===== config.mk =====
export PLATFORM = sky130hd
export DESIGN_NAME = exp_sub_sched
export DESIGN_NICKNAME = d
export VERILOG_FILES = /design/src/rtl/exp_sub_pkg.sv /design/src/rtl/SUB_8bit.sv /design/src/rtl/rr_arbiter.sv /design/src/rtl/exp_sub_sched.sv
export SDC_FILE = /design/constraint.sdc
export NUM_CORES = 1
export LEC_CHECK = 0
export ABC_AREA = 1
export BUFFER_PORTS_ARGS = -buffer_cell sky130_fd_sc_hd__buf_2
export CAP_MARGIN = 20
export CORE_ASPECT_RATIO = 0.6
export CORE_MARGIN = 2
export CORE_UTILIZATION = 30
export CTS_CLUSTER_DIAMETER = 80
export DETAILED_ROUTE_END_ITERATION = 12
export PLACE_DENSITY = 0.51
export SLEW_MARGIN = 20
export SYNTH_ARGS = -nofsm -noshare
export SYNTH_HDL_FRONTEND = slang
export SYNTH_SLANG_ARGS = --single-unit
export TNS_END_PERCENT = 10

===== constraint.sdc =====
create_clock -name i_clk -period 2.5 [get_ports i_clk]
set_input_delay 0.5 -clock i_clk [delete_from_list [all_inputs] [get_ports i_clk]]
set_output_delay 0.5 -clock i_clk [all_outputs]
set_load 0.005 [all_outputs]

===== src/rtl/exp_sub_pkg.sv =====
// Shared types and widths for the exponent-subtractor scheduler.
package exp_sub_pkg;

  localparam int unsigned EXP_W = 8;

  typedef enum logic [1:0] {IDLE, SUB_AB, SUB_BA, HOLD} exp_sub_state_e;

  // Result payload returned to the alignment logic
  typedef struct packed {
    logic             swap;
    logic [EXP_W-1:0] diff;
  } exp_sub_rsp_t;

endpackage


===== src/rtl/SUB_8bit.sv =====
// 8-bit unsigned subtractor with borrow-in; o_borrow is set when a < b + carry.
module SUB_8bit (
  input  logic [7:0] i_data_a,
  input  logic [7:0] i_data_b,
  input  logic       i_carry,
  output logic [7:0] o_sub,
  output logic       o_borrow
);

  logic [8:0] full;

  assign full     = {1'b0, i_data_a} - {1'b0, i_data_b} - 9'(i_carry);
  assign o_sub    = full[7:0];
  assign o_borrow = full[8];

endmodule


===== src/rtl/rr_arbiter.sv =====
// Round-robin arbiter; the pointer holds the last granted index and moves on i_accept.
module rr_arbiter #(
  parameter int unsigned NUM_REQ = 4,
  parameter int unsigned ID_W    = $clog2(NUM_REQ)
) (
  input  logic               i_clk,
  input  logic               i_rst,
  input  logic [NUM_REQ-1:0] i_req,
  input  logic               i_en,
  input  logic               i_accept,
  output logic [NUM_REQ-1:0] o_grant,
  output logic [ID_W-1:0]    o_grant_idx
);

  logic [ID_W-1:0] last_q;
  logic [ID_W-1:0] cand;
  logic            found;

  // Search starts one past the last winner and wraps
  always_comb begin
    o_grant     = '0;
    o_grant_idx = '0;
    found       = 1'b0;
    cand        = '0;
    for (int unsigned i = 1; i <= NUM_REQ; i++) begin
      cand = ID_W'((32'(last_q) + i) % NUM_REQ);
      if (!found && i_en && i_req[cand]) begin
        found          = 1'b1;
        o_grant[cand]  = 1'b1;
        o_grant_idx    = cand;
      end
    end
  end

  always_ff @(posedge i_clk) begin
    if (i_rst) begin
      last_q <= ID_W'(NUM_REQ - 1);
    end else if (i_accept) begin
      last_q <= o_grant_idx;
    end
  end

endmodule


===== src/rtl/exp_sub_sched.sv =====
// Shares one 8-bit exponent subtractor among NUM_REQ requesters, returning |A-B| and a swap flag.
module exp_sub_sched
  import exp_sub_pkg::*;
#(
  parameter int unsigned NUM_REQ = 4,
  parameter int unsigned ID_W    = $clog2(NUM_REQ)
) (
  input  logic                          i_clk,
  input  logic                          i_rst,
  input  logic [NUM_REQ-1:0]            i_req_valid,
  input  logic [NUM_REQ-1:0][EXP_W-1:0] i_req_exp_a,
  input  logic [NUM_REQ-1:0][EXP_W-1:0] i_req_exp_b,
  output logic [NUM_REQ-1:0]            o_req_ready,
  output logic                          o_rsp_valid,
  output logic [ID_W-1:0]               o_rsp_id,
  output logic [EXP_W-1:0]              o_rsp_diff,
  output logic                          o_rsp_swap,
  input  logic                          i_rsp_ready,
  output logic                          o_busy
);

  exp_sub_state_e state_q, state_d;

  logic [EXP_W-1:0] op_a, op_b;
  logic [ID_W-1:0]  op_id;
  exp_sub_rsp_t     rsp_q, rsp_d;
  logic             load_rsp;

  logic             arb_en;
  logic             hs;
  logic [ID_W-1:0]  grant_idx;

  logic [EXP_W-1:0] sub_a, sub_b, sub_res;
  logic             sub_borrow;

  rr_arbiter #(.NUM_REQ(NUM_REQ), .ID_W(ID_W)) u_arb (
    .i_clk       (i_clk),
    .i_rst       (i_rst),
    .i_req       (i_req_valid),
    .i_en        (arb_en),
    .i_accept    (hs),
    .o_grant     (o_req_ready),
    .o_grant_idx (grant_idx)
  );

  SUB_8bit u_sub (
    .i_data_a (sub_a),
    .i_data_b (sub_b),
    .i_carry  (1'b0),
    .o_sub    (sub_res),
    .o_borrow (sub_borrow)
  );

  // Grants only while idle and out of reset, so reset always shows a quiet request side
  assign arb_en = (state_q == IDLE) && !i_rst;
  assign hs     = |(i_req_valid & o_req_ready);

  always_comb begin
    state_d  = state_q;
    sub_a    = op_a;
    sub_b    = op_b;
    load_rsp = 1'b0;
    rsp_d    = rsp_q;
    case (state_q)
      IDLE: begin
        if (hs) state_d = SUB_AB;
      end
      SUB_AB: begin
        if (!sub_borrow) begin
          load_rsp   = 1'b1;
          rsp_d.diff = sub_res;
          rsp_d.swap = 1'b0;
          state_d    = HOLD;
        end else begin
          state_d = SUB_BA;
        end
      end
      SUB_BA: begin
        // Second pass with operands swapped; cannot borrow since B > A
        sub_a      = op_b;
        sub_b      = op_a;
        load_rsp   = 1'b1;
        rsp_d.diff = sub_res;
        rsp_d.swap = 1'b1;
        state_d    = HOLD;
      end
      HOLD: begin
        if (i_rsp_ready) state_d = IDLE;
      end
      default: state_d = IDLE;
    endcase
  end

  always_ff @(posedge i_clk) begin
    if (i_rst) begin
      state_q <= IDLE;
      op_a    <= '0;
      op_b    <= '0;
      op_id   <= '0;
      rsp_q   <= '0;
    end else begin
      state_q <= state_d;
      if (hs) begin
        op_a  <= i_req_exp_a[grant_idx];
        op_b  <= i_req_exp_b[grant_idx];
        op_id <= grant_idx;
      end
      if (load_rsp) rsp_q <= rsp_d;
    end
  end

  assign o_rsp_valid = (state_q == HOLD);
  assign o_rsp_id    = op_id;
  assign o_rsp_diff  = rsp_q.diff;
  assign o_rsp_swap  = rsp_q.swap;
  assign o_busy      = (state_q != IDLE);

endmodule


======== Word-level counts from Yosys, hierarchy flattened ========
Index checks and enable logic that the tools add are counted.
storage, ports and cells
  memory bits (writable) .................. 0
  flip-flop bits (word level) ............. 31
  latch bits .............................. 0
  memory bits (read-only) ................. 0
  memories ................................ 0
  output and inout port bits .............. 17
  input port bits ......................... 71
operators by class
  $lt $le $gt $ge ......................... 9
  mux-type cells .......................... 41
  divide/modulo/power cells ............... 0
  bitwise logic cells ..................... 4
  $add $sub $neg .......................... 5
  reductions and logical operators ........ 22
  shift-type cells ........................ 0
  equal/unequal tests ..................... 6
  multipliers ............................. 0
operators with widths
  kind                   count
  $bmux W8 S2            2
  $mux W8                4
  $pmux W9 S2            1
  $mux W4                4
  $lt A2 B3 Y1 const B   5
  $mux W1                13
  $logic_and A1 B1 Y1    12
  $mux W2                6
  $or A4 B4 Y4           3
  $mux W9                1
  $sub A8 B8 Y9          1
  $bmux W1 S2            4
  $demux W1 S2           4
  $ge A2 B1 Y1 const B   4
  $pmux W2 S4            1
  $add A2 B1 Y2 const B  2
  $add A2 B2 Y2 const B  2
  $and A4 B4 Y4          1
  $eq A2 B2 Y1 const B   2
  $logic_not A1 Y1       4
  $ne A2 B2 Y1 const B   2
  $reduce_bool A2 Y1     2
  $reduce_or A4 Y1       1
  $reduce_and A3 Y1      1
  5 further kinds        5

======== Longest topological paths before layout ========
  depth after elaboration ................. 21
  mapped depth ............................ 20

======== Modules after synthesis ========
Synthesis repeated with hierarchy kept, for this count alone.
second synthesis, totals
  cells, all modules ...................... 493
  area total of the unflattened synthesis .. 2,927.8 um^2
modules (own cells, without submodules)
  module         cells each  sequential area each (um^2)  instances  area an instance (um^2)
  exp_sub_sched  311         580.6                        1          1,855.5
  SUB_8bit       100         0.0                          1          576.8
  rr_arbiter     82          40.0                         1          495.5

======== Least setup slack after synthesis ========
Ideal clock, no wire load.
  path kind ............................... register to register
  start point ............................. register u_arb.last_q[0]
  end point ............................... register op_b[3]
  setup time .............................. 117 ps
  clock period less this slack ............ 2,376 ps
  setup slack ............................. 124 ps
  stages on the path, launching flop included .. 17
  buffers on the path ..................... 1
  required time ........................... 2,383 ps
  arrival ................................. 2,258 ps
  path through ............................ dfxtp_1 inv_2 ha_1 inv_1 nand3_1 nand2_2 nand2_4 nor2_8 nand2_1 nand2_2 nand2_4 buf_6 or2_0 o211ai_1 nand2_1 nor2_1 nor2_1
on the way
  longest elaborated chain between the ends .. 19
RTL lines
  item                                                                   RTL line              RTL
  from (decl)                                                            rr_arbiter.sv:15      logic [ID_W-1:0] last_q;
  from (signal assigned)                                                 rr_arbiter.sv:37      last_q <= ID_W'(NUM_REQ - 1);
  from (signal assigned)                                                 rr_arbiter.sv:39      last_q <= o_grant_idx;
  parallel branches: the longest is 19 deep, another holds $lt A2 B3 Y1  n/a
  to (signal assigned)                                                   exp_sub_sched.sv:105  op_b <= i_req_exp_b[grant_idx];
  to (decl)                                                              exp_sub_sched.sv:24   logic [EXP_W-1:0] op_a, op_b;
Parallel ways; which one is timed is not known. The select of a mux whose other input is x is not followed.
A chain may end at the register's enable or synchronous reset.

======== Final worst setup path ========
  start point ............................. register u_arb.last_q[1]
  end point ............................... output port o_req_ready[0]
on the way
  longest elaborated chain between the ends .. 17
RTL lines
  item                                                                   RTL line             RTL
  parallel branches: the longest is 16 deep, another holds $lt A2 B3 Y1  n/a
  $mux W4 (*)                                                            rr_arbiter.sv:27     if (!found && i_en && i_req[cand]) begin
  to (decl)                                                              exp_sub_sched.sv:13  output logic [NUM_REQ-1:0] o_req_ready,
Every way passes the cells marked *. The select of a mux whose other input is x is not followed.

==> results summary <==
By area the synthesized netlist is led by sky130_fd_sc_hd__dfxtp_1, sky130_fd_sc_hd__nor2_1, sky130_fd_sc_hd__nand2_1. The critical path class is flip-flop to output port. The wire length after detailed routing came out at 7590 um. The maximum number of buffers from clock root to sink came out at 2. The slack of the worst reg-to-reg path came out at 0.19 ns. The achievable frequency came out at 420 MHz. The share of total power dissipated in sequential elements is 0.153. The power share of the combinational group came out at 0.708.

The largest fanout of any net on the critical path came out at 5. The count of filler cells inserted in the layout came out at 954. The fraction of power consumed by the clock network came out at 0.140. After clock tree synthesis, the clock-pin slew on the worst setup and hold paths is 0.06 ns. The count of nets after finishing came out at 619.

The tree is rooted in a sky130_fd_sc_hd__clkbuf_16. The largest incremental delay on the critical path came out at 0.33 ns. The max-capacitance violation count is 0.

The die covers 9700 um2. The initial antenna violation count is 0. The maximum clock skew at final layout is 0.00349 ns. The clock period minus final worst setup slack came out at 2.38 ns. After global routing, the most crowded layer is met2. The floorplan has 26 rows. Among cell families on the critical path, the largest total delay comes from simple AND/OR/NAND/NOR gates.

The number of distinct library cells after synthesis came out at 34. The reported leakage power is 1.85 nW. The setup TNS came out at 0 ns. For this configuration, the core starts out at a cell density of 0.311.

The summed area of non-filler cells in the final layout is 3580 um2. The H-tree level count came out at 2. The number of CTS-inserted buffers is 5. The instance count of the mapped netlist came out at 436. The count of flip-flops with a built-in enable after synthesis came out at 0. The number of buffer and inverter instances along the worst setup path came out at 3. The slowest stage cell on the critical path is sky130_fd_sc_hd__dfxtp_1. The area of combinational cells with multiple inputs came out at 1840 um2. The depth of the worst register-to-register path came out at 16. In this run the worst setup path terminates at o_req_ready[0]. The design draws 5.17 mW. The number of endpoints with negative hold slack in the final report is 0. The path length in cells of the critical path is 10. The final estimated routing congestion in global placement is 0.856. The number of synthesized register bits is 31. For met1 alone, demand over resource in global routing was 0.219. The max-slew violation count is 0. After detailed placement, the total cell area comes to 3330 um2. The tree built by TritonCTS fans out to 31 sinks. At the placement stage, the worst setup path has a slack of 0.0866 ns. The type of the most critical hold path is flip-flop to flip-flop. The number of DRC violations after detailed routing is 0. The actual slew at the worst max-slew pin is 0.751 ns.

In this run the most critical hold path is launched from o_rsp_id[1]. The vertical die dimension came out at 77.1 um. The area of the core region is 8590 um2.

The width of the chip came out at 126 um. At the worst endpoint, the arrival time is 1.88 ns. In the final layout, the share of cells above drive strength 1 is 0.275. The synthesized area per cell came out at 6.12 um2. The maximum number of pins on one net before global-route repair is 34. The mapped cell area came out at 2670 um2. The top flip-flop cell by instance count after synthesis is sky130_fd_sc_hd__dfxtp_1.

The number of port buffers is 87. The most area-hungry cell type in the Yosys netlist is sky130_fd_sc_hd__dfxtp_1. STA classifies the critical path endpoint as an output port. The worst register-to-register path begins at u_arb.last_q[1].

The average routed wire per standard cell came out at 11.7 um. The total number of vias is 3,050. In this run, the number of DRC markers left after iteration 0 of detailed routing was 147.

The critical path goes through inv_1 -> ha_4 -> inv_1 -> nand3_2 -> nand2_4 -> nand2_4 -> nor2_4 -> nand3_1 -> nand3_1 -> buf_2. The wire length of the first global-routing pass came out at 12,900 um. TritonCTS built the clock tree.

The number of nets in the synthesized netlist is 521. The per-cell via count in the routed design is 4.71. Of the synthesized area, sequential elements account for 0.232. Of the post-synthesis cell area, the dominant cell type holds 0.232. The number of global-route vias before repair is 2,894. Final hold analysis gives a worst-case slack of 0.470 ns. The analysis attributes to net switching a power of 2.49 mW. Power spread over the standard cell area amounts to 1450 nW/um2. Setup repair after global routing could not meet its margin everywhere. The proportion of synthesized flip-flops having asynchronous set or reset came out at 0. Yosys instantiated no cell more often than sky130_fd_sc_hd__nor2_1.

The worst-case setup margin in the final layout came out at 0.119 ns. The switching part of the total power is 0.480. The repair_antennas step left the layout with diodes totalling 0. The remaining antenna violation count after routing is 0.

The first-pass detailed-route iteration total is 4. By count the netlist is led by sky130_fd_sc_hd__nor2_1, sky130_fd_sc_hd__nand2_1, sky130_fd_sc_hd__inv_1. In this run the critical register-to-register path is captured at op_b[7]. The final period utilization is 0.952. Once detailed placement completed, the half-perimeter wirelength came to 5820 um.

The maximum vdd ir drop came out at 0.438 mV. The area used by sequential logic in the layout came out at 622 um2. In this run the worst setup path begins at u_arb.last_q[1]. The run finished with clean final reports. The met3 capacity usage during global routing is 0.0398. The required time at the worst-slack endpoint came out at 2.00 ns. The number of top-level pins is 88. Cell internal power was estimated by the tool at 2.69 mW.

The worst slew slack as a fraction of its limit is 0.499. Clock latency on the worst-skew pair, taken at its later pin, is 0.28 ns. For met2 alone, demand over resource in global routing was 0.255.

Setup violations remaining at the end of the flow were counted as 0. The startpoint type of the worst setup path is a flip-flop. The layout overhead on the synthesized area came out at 34.1%. Yosys printed 0 warnings. The remaining global-route overflow is 0. The global routing usage summed across all routing layers came out at 0.160.
flip-flops by register name (all words and copies together), names as in the netlist:
name / cells
op_b: 8
o_rsp_diff: 8
o_rsp_id: 2
u_arb.last_q: 2
op_a: 8
state_q: 2
o_rsp_swap: 1
how the worst min path moves through the flow:
stage / end / depth (start not counted)
3_3_place_gp: o_rsp_id[1] / 2
4_1_cts: o_rsp_id[1] / 2
6_report: o_rsp_id[1] / 2
2_1_floorplan: o_rsp_id[0] / 2
3_5_place_dp: o_rsp_id[0] / 2
5_1_grt: o_rsp_id[0] / 2
tightest hold or removal path: cells and delay by family, from the launching register on:
family	cells	cell delay, ns
AO/OA/AOI/OAI	1	0.05
flip-flops	1	0.31
AND/OR/NAND/NOR	1	0.06
kinds of logic after synthesis:
family,count (synthesis),share of synthesized area
AND/OR/NAND/NOR,247,0.409
AO/OA/AOI/OAI,83,0.179
buffers and inverters,57,0.101
flip-flops,31,0.232
adder cells (fa/ha/maj),14,0.0656
XOR/XNOR,4,0.0131
layer usage:
metal | vias to the layer above | part of all wire | wire, um
met5 | - | 0 | 0
met4 | 0 | 0.0086 | 65
met3 | 5 | 0.063 | 475
met2 | 72 | 0.42 | 3220
met1 | 1365 | 0.50 | 3830
li1 | 1608 | - | -
cell type report:
class                           instances  area share
Multi-Input combinational cell        349       0.514
Timing Repair Buffer                  107       0.182
Sequential cell                        31       0.174
Inverter                               40      0.0426
Tap cell                              112      0.0391
Clock buffer                            6      0.0388
Clock inverter                          2     0.00979
metrics by stage:
| stage | instances | util |
|---|---|---|
| global placement | 637 | 0.388 |
| CTS | 645 | 0.409 |
| detailed placement | 637 | 0.388 |
| floorplan | 436 | - |
| global route | 647 | 0.417 |
| finish | 647 | 0.417 |
power by group through the flow:
stage | combinational (mW) | clock [mW] | sequential (mW)
global placement | 3.50 | 0 | 0.797
detailed placement | 3.52 | 0 | 0.796
CTS | 3.54 | 0.742 | 0.789
finish | 3.66 | 0.724 | 0.789
global route | 4.18 | 0.762 | 0.817
floorplan | 2.55 | 0 | 0.793
layout by cell type, fill, tap and decap left out, types with 18 or more instances in the layout:
master and n:
sky130_fd_sc_hd__nand3_1 19, sky130_fd_sc_hd__o21ai_0 31, sky130_fd_sc_hd__o211ai_1 18, sky130_fd_sc_hd__dfxtp_1 30, sky130_fd_sc_hd__nand2_1 88, sky130_fd_sc_hd__nor2_1 93, sky130_fd_sc_hd__buf_2 87, sky130_fd_sc_hd__inv_1 36
sky130_fd_sc_hd__o21ai_1 18
repair_timing:
action                                  in CTS  in global routing
pin swaps                                    0                  3
cloned                                       0                  1
hold buffers                                 0                  0
resized for setup                            1                 17
buffers inserted                             0                  1
endpoints found under the setup margin       3                 35
hold endpoints to repair                     0                  0
No activity file was read; power rests on OpenSTA's default activity.
